**src/rtl/pong_paddle_ctrl.sv**
```systemverilog
// pong_paddle_ctrl
//   Paddle position and game-state controller for Pong. Synchronises the
//   controller button pairs, edge-detects start/pause and runs the
//   IDLE/SERVE/PLAY/PAUSE state machine. Once per video frame it moves each
//   paddle with speed ramping and clamps it to the visible range.
//
//   Optional build macro: AI_P2_EN
//     defined   - player 2 paddle tracks ball_y; paddle2 buttons are ignored
//                 (other[1] still works as start/pause).
//     undefined - paddle2 buttons drive player 2; ball_y is unused.
module pong_paddle_ctrl #(
  parameter int Y_W          = 10,
  parameter int SCREEN_H     = 480,
  parameter int PADDLE_H     = 64,
  parameter int SPEED_MIN    = 2,
  parameter int SPEED_MAX    = 8,
  parameter int RAMP_FRAMES  = 16,
  parameter int SERVE_FRAMES = 60
) (
  input  logic           clk,
  input  logic           rst,
  input  logic           frame_tick,
  input  logic [1:0]     paddle1,
  input  logic [1:0]     paddle2,
  input  logic [1:0]     other,
  input  logic           point_scored,
  input  logic [Y_W-1:0] ball_y,
  output logic [Y_W-1:0] p1_y,
  output logic [Y_W-1:0] p2_y,
  output logic [1:0]     state,
  output logic           serve_start
);

  localparam logic [1:0] ST_IDLE  = 2'd0;
  localparam logic [1:0] ST_SERVE = 2'd1;
  localparam logic [1:0] ST_PLAY  = 2'd2;
  localparam logic [1:0] ST_PAUSE = 2'd3;

  localparam int                  Y_MAX      = SCREEN_H - PADDLE_H;
  localparam logic [Y_W-1:0]      Y_TOP_LIM  = Y_W'(Y_MAX);
  localparam logic signed [Y_W:0] Y_MAX_S    = (Y_W+1)'(Y_MAX);
  localparam logic [Y_W-1:0]      Y_CENTRE   = Y_W'(Y_MAX / 2);
  localparam logic [Y_W-1:0]      SPD_MIN    = Y_W'(SPEED_MIN);
  localparam logic [Y_W-1:0]      SPD_MAX    = Y_W'(SPEED_MAX);
  localparam int                  RC_W       = $clog2(RAMP_FRAMES + 1);
  localparam int                  SC_W       = $clog2(SERVE_FRAMES + 1);
  localparam logic [RC_W-1:0]     RAMP_LAST  = RC_W'(RAMP_FRAMES);
  localparam logic [SC_W-1:0]     SERVE_LOAD = SC_W'(SERVE_FRAMES);

  // Per-player motion state: position, last applied direction (button
  // encoding, 00 = none), frames held in that direction, current speed.
  typedef struct packed {
    logic [Y_W-1:0]  y;
    logic [1:0]      dir;
    logic [RC_W-1:0] held;
    logic [Y_W-1:0]  spd;
  } player_t;

  localparam player_t PLAYER_RST = '{y: Y_CENTRE, dir: 2'b00, held: '0, spd: '0};

  // Saturate a signed candidate position into 0..Y_MAX (never wraps).
  function automatic logic [Y_W-1:0] clamp_pos(input logic signed [Y_W:0] pos);
    logic [Y_W-1:0] res;
    if (pos < 0)             res = '0;
    else if (pos > Y_MAX_S)  res = Y_TOP_LIM;
    else                     res = pos[Y_W-1:0];
    return res;
  endfunction

  // One frame of button-driven motion. The first frame of a new direction
  // moves at SPD_MIN and counts as held frame 1; every RAMP_FRAMES held
  // frames the speed doubles up to SPD_MAX.
  function automatic player_t step_player(input player_t cur, input logic [1:0] btn);
    player_t             nxt;
    logic [1:0]          dir;
    logic [Y_W-1:0]      eff;
    logic [Y_W-1:0]      dbl;
    logic [RC_W-1:0]     held;
    logic signed [Y_W:0] base;
    logic signed [Y_W:0] delta;
    nxt   = cur;
    dir   = (btn == 2'b01 || btn == 2'b10) ? btn : 2'b00;
    eff   = (dir == cur.dir) ? cur.spd : SPD_MIN;
    held  = (dir == cur.dir) ? cur.held + RC_W'(1) : RC_W'(1);
    dbl   = eff << 1;
    base  = signed'({1'b0, cur.y});
    delta = signed'({1'b0, eff});
    nxt.dir = dir;
    if (dir == 2'b00) begin
      nxt.held = '0;
      nxt.spd  = SPD_MIN;
    end else begin
      nxt.y = clamp_pos((dir == 2'b01) ? base - delta : base + delta);
      if (held == RAMP_LAST) begin
        nxt.held = '0;
        nxt.spd  = (dbl >= SPD_MAX) ? SPD_MAX : dbl;
      end else begin
        nxt.held = held;
        nxt.spd  = eff;
      end
    end
    return nxt;
  endfunction

  // Synchroniser chain, packed as {other, paddle2, paddle1}.
  logic [5:0]      sync1_q, sync1_d;
  logic [5:0]      sync2_q, sync2_d;
  logic [1:0]      other_prev_q, other_prev_d;
  logic [1:0]      state_q, state_d;
  logic [SC_W-1:0] serve_cnt_q, serve_cnt_d;
  logic            serve_start_q, serve_start_d;
  player_t         p1_q, p1_d;
  player_t         p2_q, p2_d;

  logic [1:0] p1_btn;
  logic [1:0] p2_btn;
  logic [1:0] other_s;
  logic       start_evt;

  assign p1_btn    = sync2_q[1:0];
  assign p2_btn    = sync2_q[3:2];
  assign other_s   = sync2_q[5:4];
  // Simultaneous rising edges on both bits collapse into one event.
  assign start_evt = |(other_s & ~other_prev_q);

`ifdef AI_P2_EN
  logic signed [Y_W:0] ai_tgt_raw;
  logic [Y_W-1:0]      ai_tgt;
  logic [Y_W-1:0]      ai_next_y;
  logic                unused_p2_btn;

  assign unused_p2_btn = ^p2_btn;

  // AI tracker: step toward the clamped ball-centred target by at most SPD_MIN.
  always_comb begin
    ai_tgt_raw = signed'({1'b0, ball_y}) - (Y_W+1)'(PADDLE_H / 2);
    ai_tgt     = clamp_pos(ai_tgt_raw);
    if (ai_tgt > p2_q.y) begin
      ai_next_y = ((ai_tgt - p2_q.y) > SPD_MIN) ? p2_q.y + SPD_MIN : ai_tgt;
    end else begin
      ai_next_y = ((p2_q.y - ai_tgt) > SPD_MIN) ? p2_q.y - SPD_MIN : ai_tgt;
    end
  end
`else
  logic unused_ball_y;

  assign unused_ball_y = ^ball_y;
`endif

  // Synchroniser and edge-detect next-state.
  always_comb begin
    sync1_d      = {other, paddle2, paddle1};
    sync2_d      = sync1_q;
    other_prev_d = other_s;
  end

  // Game FSM, serve countdown and per-frame paddle motion.
  always_comb begin
    // NOTE: every signal gets a default before any branch so no path leaves it unassigned (no latch).
    state_d       = state_q;
    serve_cnt_d   = serve_cnt_q;
    serve_start_d = 1'b0;
    p1_d          = p1_q;
    p2_d          = p2_q;

    if (frame_tick && (state_q == ST_SERVE || state_q == ST_PLAY)) begin
      p1_d = step_player(p1_q, p1_btn);
`ifdef AI_P2_EN
      p2_d.y = ai_next_y;
`else
      p2_d = step_player(p2_q, p2_btn);
`endif
    end

    case (state_q)
      ST_IDLE: begin
        if (start_evt) begin
          state_d     = ST_SERVE;
          serve_cnt_d = SERVE_LOAD;
          p1_d.y      = Y_CENTRE;
          p2_d.y      = Y_CENTRE;
        end
      end
      ST_SERVE: begin
        // The tick that brings the countdown to zero launches play.
        if (frame_tick) begin
          if (serve_cnt_q <= SC_W'(1)) begin
            state_d       = ST_PLAY;
            serve_cnt_d   = '0;
            serve_start_d = 1'b1;
          end else begin
            serve_cnt_d = serve_cnt_q - SC_W'(1);
          end
        end
      end
      ST_PLAY: begin
        // A point outranks a simultaneous pause request.
        if (point_scored) begin
          state_d     = ST_SERVE;
          serve_cnt_d = SERVE_LOAD;
        end else if (start_evt) begin
          state_d = ST_PAUSE;
        end
      end
      default: begin
        if (start_evt) state_d = ST_PLAY;
      end
    endcase
  end

  // State registers with asynchronous reset.
  always_ff @(posedge clk or posedge rst) begin
    if (rst) begin
      sync1_q       <= '0;
      sync2_q       <= '0;
      other_prev_q  <= '0;
      state_q       <= ST_IDLE;
      serve_cnt_q   <= '0;
      serve_start_q <= 1'b0;
      p1_q          <= PLAYER_RST;
      p2_q          <= PLAYER_RST;
    end else begin
      // NOTE: non-blocking so every flop samples the pre-edge values of the others.
      sync1_q       <= sync1_d;
      sync2_q       <= sync2_d;
      other_prev_q  <= other_prev_d;
      state_q       <= state_d;
      serve_cnt_q   <= serve_cnt_d;
      serve_start_q <= serve_start_d;
      p1_q          <= p1_d;
      p2_q          <= p2_d;
    end
  end

  assign p1_y        = p1_q.y;
  assign p2_y        = p2_q.y;
  assign state       = state_q;
  assign serve_start = serve_start_q;

endmodule

```
**config.mk**
```make
export PLATFORM = sky130hd
export DESIGN_NAME = pong_paddle_ctrl
export DESIGN_NICKNAME = d
export VERILOG_FILES = /design/src/rtl/pong_paddle_ctrl.sv
export SDC_FILE = /design/constraint.sdc
export NUM_CORES = 1
export LEC_CHECK = 0
export CAP_MARGIN = 20
export CORE_ASPECT_RATIO = 0.75
export CORE_MARGIN = 4
export CORE_UTILIZATION = 35
export CTS_CLUSTER_DIAMETER = 40
export DETAILED_ROUTE_END_ITERATION = 10
export GPL_TIMING_DRIVEN = 1
export MAX_ROUTING_LAYER = met4
export PLACE_DENSITY = 0.54
export SETUP_SLACK_MARGIN = 0.2
export SLEW_MARGIN = 40
export SYNTH_ARGS = -nofsm -noshare
export SYNTH_HDL_FRONTEND = slang
export SYNTH_SLANG_ARGS = --single-unit
```
**constraint.sdc**
```tcl
create_clock -name clk -period 11 [get_ports clk]
set_clock_uncertainty 0.2 [all_clocks]
set_input_delay 1.65 -clock clk [delete_from_list [all_inputs] [get_ports clk]]
set_output_delay 1.65 -clock clk [all_outputs]
set_load 0.03 [all_outputs]
```
==> impl.org, run 1 <==
** Run status
- Outcome :: finished clean

** Layout
- Summed area of non-filler cells in the final layout :: 6000 um2
- Measured on the finished design, the core utilization comes to 0.408.
- Layout cells sized above 1 :: 0.0699
- Antenna cells :: 0
- Compared with the post-synthesis result, the final layout area differs by 12.7%.
- Final layout net count :: 666

** Floorplanning
- Vertical die dimension :: 115 um
- The initialized floorplan defines 38 standard-cell rows.
- DIE AREA :: 17300 um2
- From left edge to right edge, the die measures 150 um.
- Placeable core region :: 14700 um2
- I/O pin total :: 43
- The initial utilization of the core area, before any placement, comes to 0.362.

** Clocking
- Post-CTS timing repair inserted 0 buffers for setup.
- Clock tree from TritonCTS :: built
- Total clock buffers created by CTS :: 9
- Count of H-tree levels built during CTS :: 3
- After clock tree synthesis, the flow added hold-fix buffers numbering 0.
- No sink is reached through more buffers than the 2 on the longest clock path.
- Clock transition at the register clock pins on the worst setup and hold paths after CTS :: 60 ps
- Number of sinks driven by the clock tree :: 77
- The clock reaches the later pin of the worst-skew pair after 330 ps.
- CTS root buffer :: sky130_fd_sc_hd__clkbuf_16
- Gates resized during post-CTS repair numbered 0.

** Critical path
- The worst setup path is captured at a flip-flop.
- Along the worst path, the maximum fanout reaches 18.
- Startpoint type of the worst setup path :: flip-flop
- Required time worst endpoint :: 11060 ps
- The slowest stage of the critical path is the sky130_fd_sc_hd__ha_1 cell.
- Data arrives at the worst endpoint at 5300 ps.
- Largest stage delay on the critical path :: 590 ps
- The number of buffers and inverters on the critical path is 2.
- By startpoint and endpoint, the worst setup path is classified as reg2reg.
- Critical-path cell list :: inv_1, ha_1, xor2_1, nor2_2, nand2_1, ha_1, inv_1, a21oi_1, o22a_1, ha_1, and2_1, a311oi_1, a21oi_1, o31a_1, xor2_1, nor3_1, a221o_1
- Grouping stages by cell kind, the critical path spends the most delay in compound AO/OA/AOI/OAI gates.
- Most Frequent Cell on Critical Path :: sky130_fd_sc_hd__ha_1

** Drt
- In this run, the number of DRC markers left after iteration 0 of detailed routing was 277.
- Avg Vias per Cell :: 5.26
- Wire length per cell :: 15.1 um
- For this run, the detailed router's first-pass iteration total came to 4.
- Number of nets still failing antenna checks after routing :: 0
- In the routed design, unresolved DRC markers number 0.
- Total routed wirelength :: 12.3 mm
- For this block, the via count after detailed routing is 4289.

** Synthesis
- Share of the yosys chip area belonging to registers :: 0.364
- Share of the synthesized area in the top cell type :: 0.334
- Synthesized netlist net count :: 659
- Synthesized flop and latch total :: 77
- Syn Std Cell Area :: 5320 um2
- A synthesized cell averages 8.82 um2.
- Synth area leaders :: sky130_fd_sc_hd__dfrtp_1 (33%), sky130_fd_sc_hd__ha_1 (8.0%), sky130_fd_sc_hd__nand2_1 (4.9%), sky130_fd_sc_hd__a21oi_1 (4.1%), sky130_fd_sc_hd__nor2_1 (3.7%)
- Dominant cell type by area after synthesis :: sky130_fd_sc_hd__dfrtp_1
- Instance count of the mapped netlist :: 603
- Number of enable-type register cells in the synthesized netlist :: 0
- The netlist uses 71 different library cells.
- Yosys warnings :: 0
- Share of synthesized flip-flops with an asynchronous set or reset :: 1.00
- For this run, the leading register cell type out of synthesis is sky130_fd_sc_hd__dfrtp_1.

** Power
- IR analysis of the VDD net gives a maximum drop of 0.112 mV.
- Overall power consumption :: 1390 uW
- Power spread over the standard cell area amounts to 232 nW/um2.
- In this run the static leakage power is 0.00260 uW.

** Timing
- The hold violation count in the final report was 0.
- The tightest hold path in the finished design has a slack of 146 ps.
- For the pin with the worst max-slew slack, the measured transition is 711 ps.
- Adding up every negative setup slack in the final design gives 0 ps.
- Shortest clock period the worst path allows after layout :: 5240 ps
- Measured against its own limit, the worst slew margin works out to 0.525.
- Setup repair after global routing left no endpoint under its margin.
- Setup violations remaining at the end of the flow were counted as 0.
- Achievable frequency :: 191 MHz
- The final count of pins violating max slew came to 0.
- Post-route clock period utilization :: 0.477

** Placement
- Placement Cell Area :: 5670 um2
- HPWL reported at the end of detailed placement :: 8.95 mm
- At the end of routability-driven placement, the weighted congestion stood at 0.895.
- In this run the tool buffered the top-level ports with 32 buffer cells.

** Flow run
- Maximum capacitance violations :: 0

** Global route
- GR Overflow Total :: 0
- Wire length of the first global-routing pass :: 20.8 mm
- Across every metal layer, demand over resource in global routing totals 0.156.
- Entering global routing, the biggest net connects 78 pins.
- The via count of the first global-routing pass was 4084.
- Initial antenna violation count :: 0

** Hold path
- The path class of the tightest hold or removal check is reg2reg.
final cells by class:
type	instances	area [um2]
multi-input cells	462	3050
repair buffers	33	334
clock buffers	12	256
clock inverters	4	70.1
well taps	200	250
fillers	1425	8690
inverters	27	103
flip-flops and latches	77	1930
worst register-to-register path, cell delays in order, from the launching register on:
cell	delay, ps
sky130_fd_sc_hd__dfrtp_1	390
sky130_fd_sc_hd__inv_1	60
sky130_fd_sc_hd__ha_1	590
sky130_fd_sc_hd__xor2_1	210
sky130_fd_sc_hd__nor2_2	500
sky130_fd_sc_hd__nand2_1	160
sky130_fd_sc_hd__ha_1	290
sky130_fd_sc_hd__inv_1	120
sky130_fd_sc_hd__a21oi_1	70
sky130_fd_sc_hd__o22a_1	190
sky130_fd_sc_hd__ha_1	360
sky130_fd_sc_hd__and2_1	210
sky130_fd_sc_hd__a311oi_1	380
sky130_fd_sc_hd__a21oi_1	170
sky130_fd_sc_hd__o31a_1	270
sky130_fd_sc_hd__xor2_1	520
sky130_fd_sc_hd__nor3_1	120
sky130_fd_sc_hd__a221o_1	350
power breakdown:
part / switching (uW) / internal [uW] / leakage [uW] / total [uW]
Clock: 112 / 210 / 0.000163 / 322
Combinational: 420 / 255 / 0.00146 / 675
Sequential: 52.1 / 345 / 0.000975 / 397
Total: 584 / 810 / 0.00260 / 1390
synthesized netlist by cell type (all sizes together) (2+ instances only):
cell type,instances
dfrtp,71
nand2,71
nor2,52
a21oi,45
o21ai,37
ha,34
inv,27
buf,23
nor3,23
nor2b,16
nand3,15
xor2,14
clkbuf,13
and2,12
xnor2,12
o21a,11
nand2b,9
o31ai,9
a21o,7
a22o,7
nor4,7
or3,7
dfstp,6
a211o,5
a32o,5
o22a,5
o41ai,5
a211oi,4
and3,4
o211ai,4
a31oi,3
nand4,3
nor3b,3
o22ai,3
or3b,3
a2111oi,2
a221o,2
a311oi,2
a31o,2
fa,2
placed cells by master, fill, tap and decap left out, types with 15 or more instances in the layout:
| master | synthesis | routed |
|---|---|---|
| sky130_fd_sc_hd__dfrtp_1 | 71 | 71 |
| sky130_fd_sc_hd__nand2_1 | 70 | 70 |
| sky130_fd_sc_hd__nor2_1 | 52 | 51 |
| sky130_fd_sc_hd__a21oi_1 | 44 | 44 |
| sky130_fd_sc_hd__ha_1 | 34 | 34 |
| sky130_fd_sc_hd__o21ai_0 | 32 | 32 |
| sky130_fd_sc_hd__clkdlybuf4s50_1 | 0 | 32 |
| sky130_fd_sc_hd__inv_1 | 27 | 26 |
| sky130_fd_sc_hd__nor3_1 | 22 | 22 |
| sky130_fd_sc_hd__nand3_1 | 15 | 15 |
| sky130_fd_sc_hd__nor2b_1 | 15 | 15 |
final timing paths:
| path | startpoint | end | slack (ps) | cells after the start |
|---|---|---|---|---|
| max | sync2_q[3]$_DFF_PP0_ | p2_y[4]$_DFF_PP1_ | 5760 | 17 |
| min | sync1_q[4]$_DFF_PP0_ | sync2_q[4]$_DFF_PP0_ | 150 | 0 |
| max reg2reg | sync2_q[3]$_DFF_PP0_ | p2_y[4]$_DFF_PP1_ | 5760 | 17 |
| min reg2reg | sync1_q[4]$_DFF_PP0_ | sync2_q[4]$_DFF_PP0_ | 150 | 0 |
| max in group asynchronous | rst | p1_q[7]$_DFFE_PP0P_ | 8540 | 3 |
| min in group asynchronous | rst | p1_y[3]$_DFF_PP0_ | 1610 | 3 |
metal layers:
layer	GRT usage	vias to the layer above	wire (um)
li1	-	2161	-
met1	0.231	2032	6630
met2	0.216	84	5100
met3	0.0319	12	444
met4	0.0408	0	167
met5	-	-	0
sequential cells by signal, summed over array words and instances (netlist names):
signal / cells
sync1_q: 6
other_prev_q: 2
state: 2
p2_y: 10
p1_y: 10
sync2_q: 6
serve_start: 1
serve_cnt_q: 6
p1_q: 17
p2_q: 17
cells by family after synthesis:
group                      after synthesis  synth area share
DFF                                     77             0.364
AOI/OAI and AO/OA                      169             0.221
xor gates and xnor gates                26            0.0442
muxes                                    2           0.00400
buffers and inverters                   64            0.0637
and+or+nand+nor                        229             0.216
adders and majority gates               36            0.0875
per-stage QoR:
| stage | setup slack, ps | instances |
|---|---|---|
| 5_1_grt | 5390 | 815 |
| 6_report | 5760 | 815 |
| 4_1_cts | 5780 | 815 |
| 3_3_place_gp | 5580 | 799 |
| 2_1_floorplan | 6930 | 603 |
| 3_5_place_dp | 5790 | 799 |
No activity file was read; power rests on OpenSTA's default activity.
==> run 2: changes to the inputs <==
--- a/config.mk
+++ b/config.mk
@@ -13,7 +13,7 @@
 export DETAILED_ROUTE_END_ITERATION = 10
 export GPL_TIMING_DRIVEN = 1
 export MAX_ROUTING_LAYER = met4
-export PLACE_DENSITY = 0.54
+export PLACE_DENSITY = 0.56
 export SETUP_SLACK_MARGIN = 0.2
 export SLEW_MARGIN = 40
 export SYNTH_ARGS = -nofsm -noshare
==> constraint.sdc (replaced) <==
create_clock -name clk -period 4.6 [get_ports clk]
set_clock_uncertainty 0.2 [all_clocks]
set_input_delay 0.69 -clock clk [delete_from_list [all_inputs] [get_ports clk]]
set_output_delay 0.69 -clock clk [all_outputs]
set_load 0.03 [all_outputs]
==> run 2 against run 1 <==
  * Clock power rose by 140%
  * First-iteration DRC count increased by 48%
  * Flip-flop and latch count is the same
  * Sequential share of layout area fell by 0.51 points
  * Critical endpoint is now p2_y[3]$_DFF_PP0_
  * Highest routed layer unchanged
==> impl.org, run 2 (synthesis results as in run 1) <==
** Timing
- Post-route clock period utilization :: 0.913
- After layout, the minimum clock period comes to 4200 ps.
- Worst slew margin relative to its limit :: 0.551
- Setup repair after global routing could not meet its margin everywhere.
- After routing, the total negative slack on setup checks comes to 0 ps.
- Transition time at the pin with the least slew margin :: 671 ps
- Total count of hold-check failures in the final report :: 0
- Setup violations remaining at the end of the flow were counted as 0.
- The final count of pins violating max slew is 0.
- Final setup margin :: 400 ps
- Timing would allow up to 238 MHz.

** Critical path
- Buffer and inverter count on the worst path :: 0
- STA classifies the critical path endpoint as a flip-flop.
- Crit path kind :: reg2reg
- For the worst setup path, the data required time is 4650 ps.
- Critical-path cell list :: nor4_4, nor3b_4, nor2b_2, nand2_1, nand3_1, o21ai_0, a22o_1, ha_1, nand4_1, a21oi_1, nor3_1, or3b_1, a2111o_1, a21oi_1
- Largest stage delay on the critical path :: 550 ps
- On the critical path, the stage with the largest delay is an instance of sky130_fd_sc_hd__or3b_1.
- Data on the critical path arrives at its endpoint at 4250 ps.
- Largest fanout on the critical path :: 9
- CP delay by family, top :: simple AND/OR/NAND/NOR gates
- Startpoint type of the worst setup path :: flip-flop
- Most Frequent Cell on Critical Path :: sky130_fd_sc_hd__a21oi_1

** Global route
- Number of global-route vias before repair :: 4128
- In the global route stage, overall resource usage came out at 0.154.
- GR Overflow Total :: 0
- The first global-routing pass estimated 21.0 mm of wire.
- Initial antenna violation count :: 0
- Entering global routing, the biggest net connects 54 pins.

** Placement
- Detailed placement ended at an HPWL of 9.28 mm.
- The congestion estimate from routability-driven global placement came to 0.854.
- Setup slack after placement :: 279 ps
- Input/output buffers :: 32
- In this run, placement finished with an instance count of 807.

** Power
- Net Switching :: 1420 uW
- Sequential cell fraction of total power :: 0.283
- For this design the static power due to leakage is 0.00264 uW.
- Sw frac :: 0.421
- Power Density :: 553 nW/um2
- Share of total power in the clock network :: 0.226
- Internal Dissipation :: 1950 uW
- Of the total power, combinational logic draws 0.491.
- IR analysis of the VDD net gives a maximum drop of 0.231 mV.

** Clocking
- At the later pin of the worst-skew pair, clock insertion delay measures 330 ps.
- Total clock buffers created by CTS :: 9
- For this design, the sink count on the clock tree is 77.
- In this run the deepest clock path goes through 2 buffers.
- TritonCTS built the clock tree.
- Clock transition at the register clock pins on the worst setup and hold paths after CTS :: 60 ps
- Count of H-tree levels built during CTS :: 3
- The number of hold buffers added after CTS was 0.
- CTS placed an instance of sky130_fd_sc_hd__clkbuf_16 at the clock tree root.

** Layout
- The number of antenna diodes in the final layout is 0.
- Filler cell count in the final layout :: 1428
- Once layout is complete, the cells apart from fillers number 824.
- Combined flip-flop and latch cell area :: 1930 um2
- The largest registers in the layout are p1_q (17), p2_q (17).
- The library cells used most frequently in the layout, excluding fill and tap cells, are sky130_fd_sc_hd__dfrtp_1 (71), sky130_fd_sc_hd__nand2_1 (69), sky130_fd_sc_hd__nor2_1 (50).
- Most common cell after layout, fill and taps aside :: sky130_fd_sc_hd__dfrtp_1
- Final layout net count :: 675
- Area overhead of the layout relative to synthesis :: 14.5%
- In the final layout, the multi-input gates occupy 3090 um2.
- Layout cells sized above 1 :: 0.0962

** Floorplanning
- I/O pin total :: 43
- Placeable core region :: 14700 um2
- The die is 115 um tall.
- The die covers 17300 um2.
- Row generation in the floorplan step produced 38 rows.
- Initial Utilization :: 0.362
- In this run the horizontal extent of the chip is 150 um.

** Flow run
- Maximum capacitance violations :: 0

** Drt
- Avg Vias per Cell :: 5.35
- DRC marker count from the first detailed-route iteration :: 410
- Wire length per cell :: 15.1 um
- For this run, the detailed router's first-pass iteration total came to 5.
- The detail route stage leaves a number of antenna-violating nets equal to 0.
- Total routed wirelength :: 12.4 mm
- In the routed design, unresolved DRC markers number 0.
- Detailed routing inserted a total of 4406 vias.

** Run status
- The flow ran to the end, and the final reports show no timing, DRC or antenna violations.

** Hold path
- The path class of the tightest hold or removal check is reg2reg.
-- run 2: cell count changes in the layout (fill, tap and decap cells not counted), sizes merged --
cell / delta
buf: +10
clkbuf: -2
clkinvlp: +1
-- run 2: layer usage --
layer  part of all wire  track usage
met5                  0            -
met4             0.0090       0.0293
met3              0.036       0.0292
met2               0.42        0.213
met1               0.54        0.235
-- run 2: cell type report --
| class | instances | share of cell area |
|---|---|---|
| clock buffers | 11 | 0.0382 |
| clock inverters | 5 | 0.0140 |
| inverters | 27 | 0.0175 |
| multi-input cells | 462 | 0.507 |
| flip-flops and latches | 77 | 0.317 |
| well taps | 200 | 0.0411 |
| repair buffers | 42 | 0.0649 |
-- run 2: repair_timing --
action / CTS / global route
buffers inserted: 0 / 1
endpoints found under the setup margin: 0 / 14
gates resized for setup: 0 / 10
-- run 2: power groups by stage --
| stage | registers (uW) | clock network, uW | logic, uW |
|---|---|---|---|
| 6_report | 953 | 760 | 1650 |
| 2_1_floorplan | 938 | 0 | 1280 |
| 3_5_place_dp | 965 | 0 | 1640 |
| 5_1_grt | 976 | 816 | 1830 |
| 3_3_place_gp | 959 | 0 | 1600 |
| 4_1_cts | 954 | 784 | 1640 |
-- run 2: metrics by stage --
stage	total power (uW)	hold WS [ps]	util	instance area, um2
2_1_floorplan	2220	131	-	5320
3_3_place_gp	2560	134	0.390	5720
3_5_place_dp	2600	135	0.390	5730
4_1_cts	3380	149	0.411	6040
5_1_grt	3620	162	0.415	6090
6_report	3370	147	0.415	6090
-- run 2: final timing paths --
| path | start | cells after the start | slack, ps | to |
|---|---|---|---|---|
| worst min-delay path | sync1_q[5]$_DFF_PP0_ | 0 | 150 | sync2_q[5]$_DFF_PP0_ |
| max in group asynchronous | rst | 3 | 2930 | p2_q[11]$_DFFE_PP0P_ |
| worst max register to register | p2_q[3]$_DFFE_PP0P_ | 14 | 400 | p2_y[3]$_DFF_PP0_ |
| min in group asynchronous | rst | 2 | 540 | serve_cnt_q[2]$_DFFE_PP0P_ |
| worst min register to register | sync1_q[5]$_DFF_PP0_ | 0 | 150 | sync2_q[5]$_DFF_PP0_ |
| worst max-delay path | p2_q[3]$_DFFE_PP0P_ | 14 | 400 | p2_y[3]$_DFF_PP0_ |
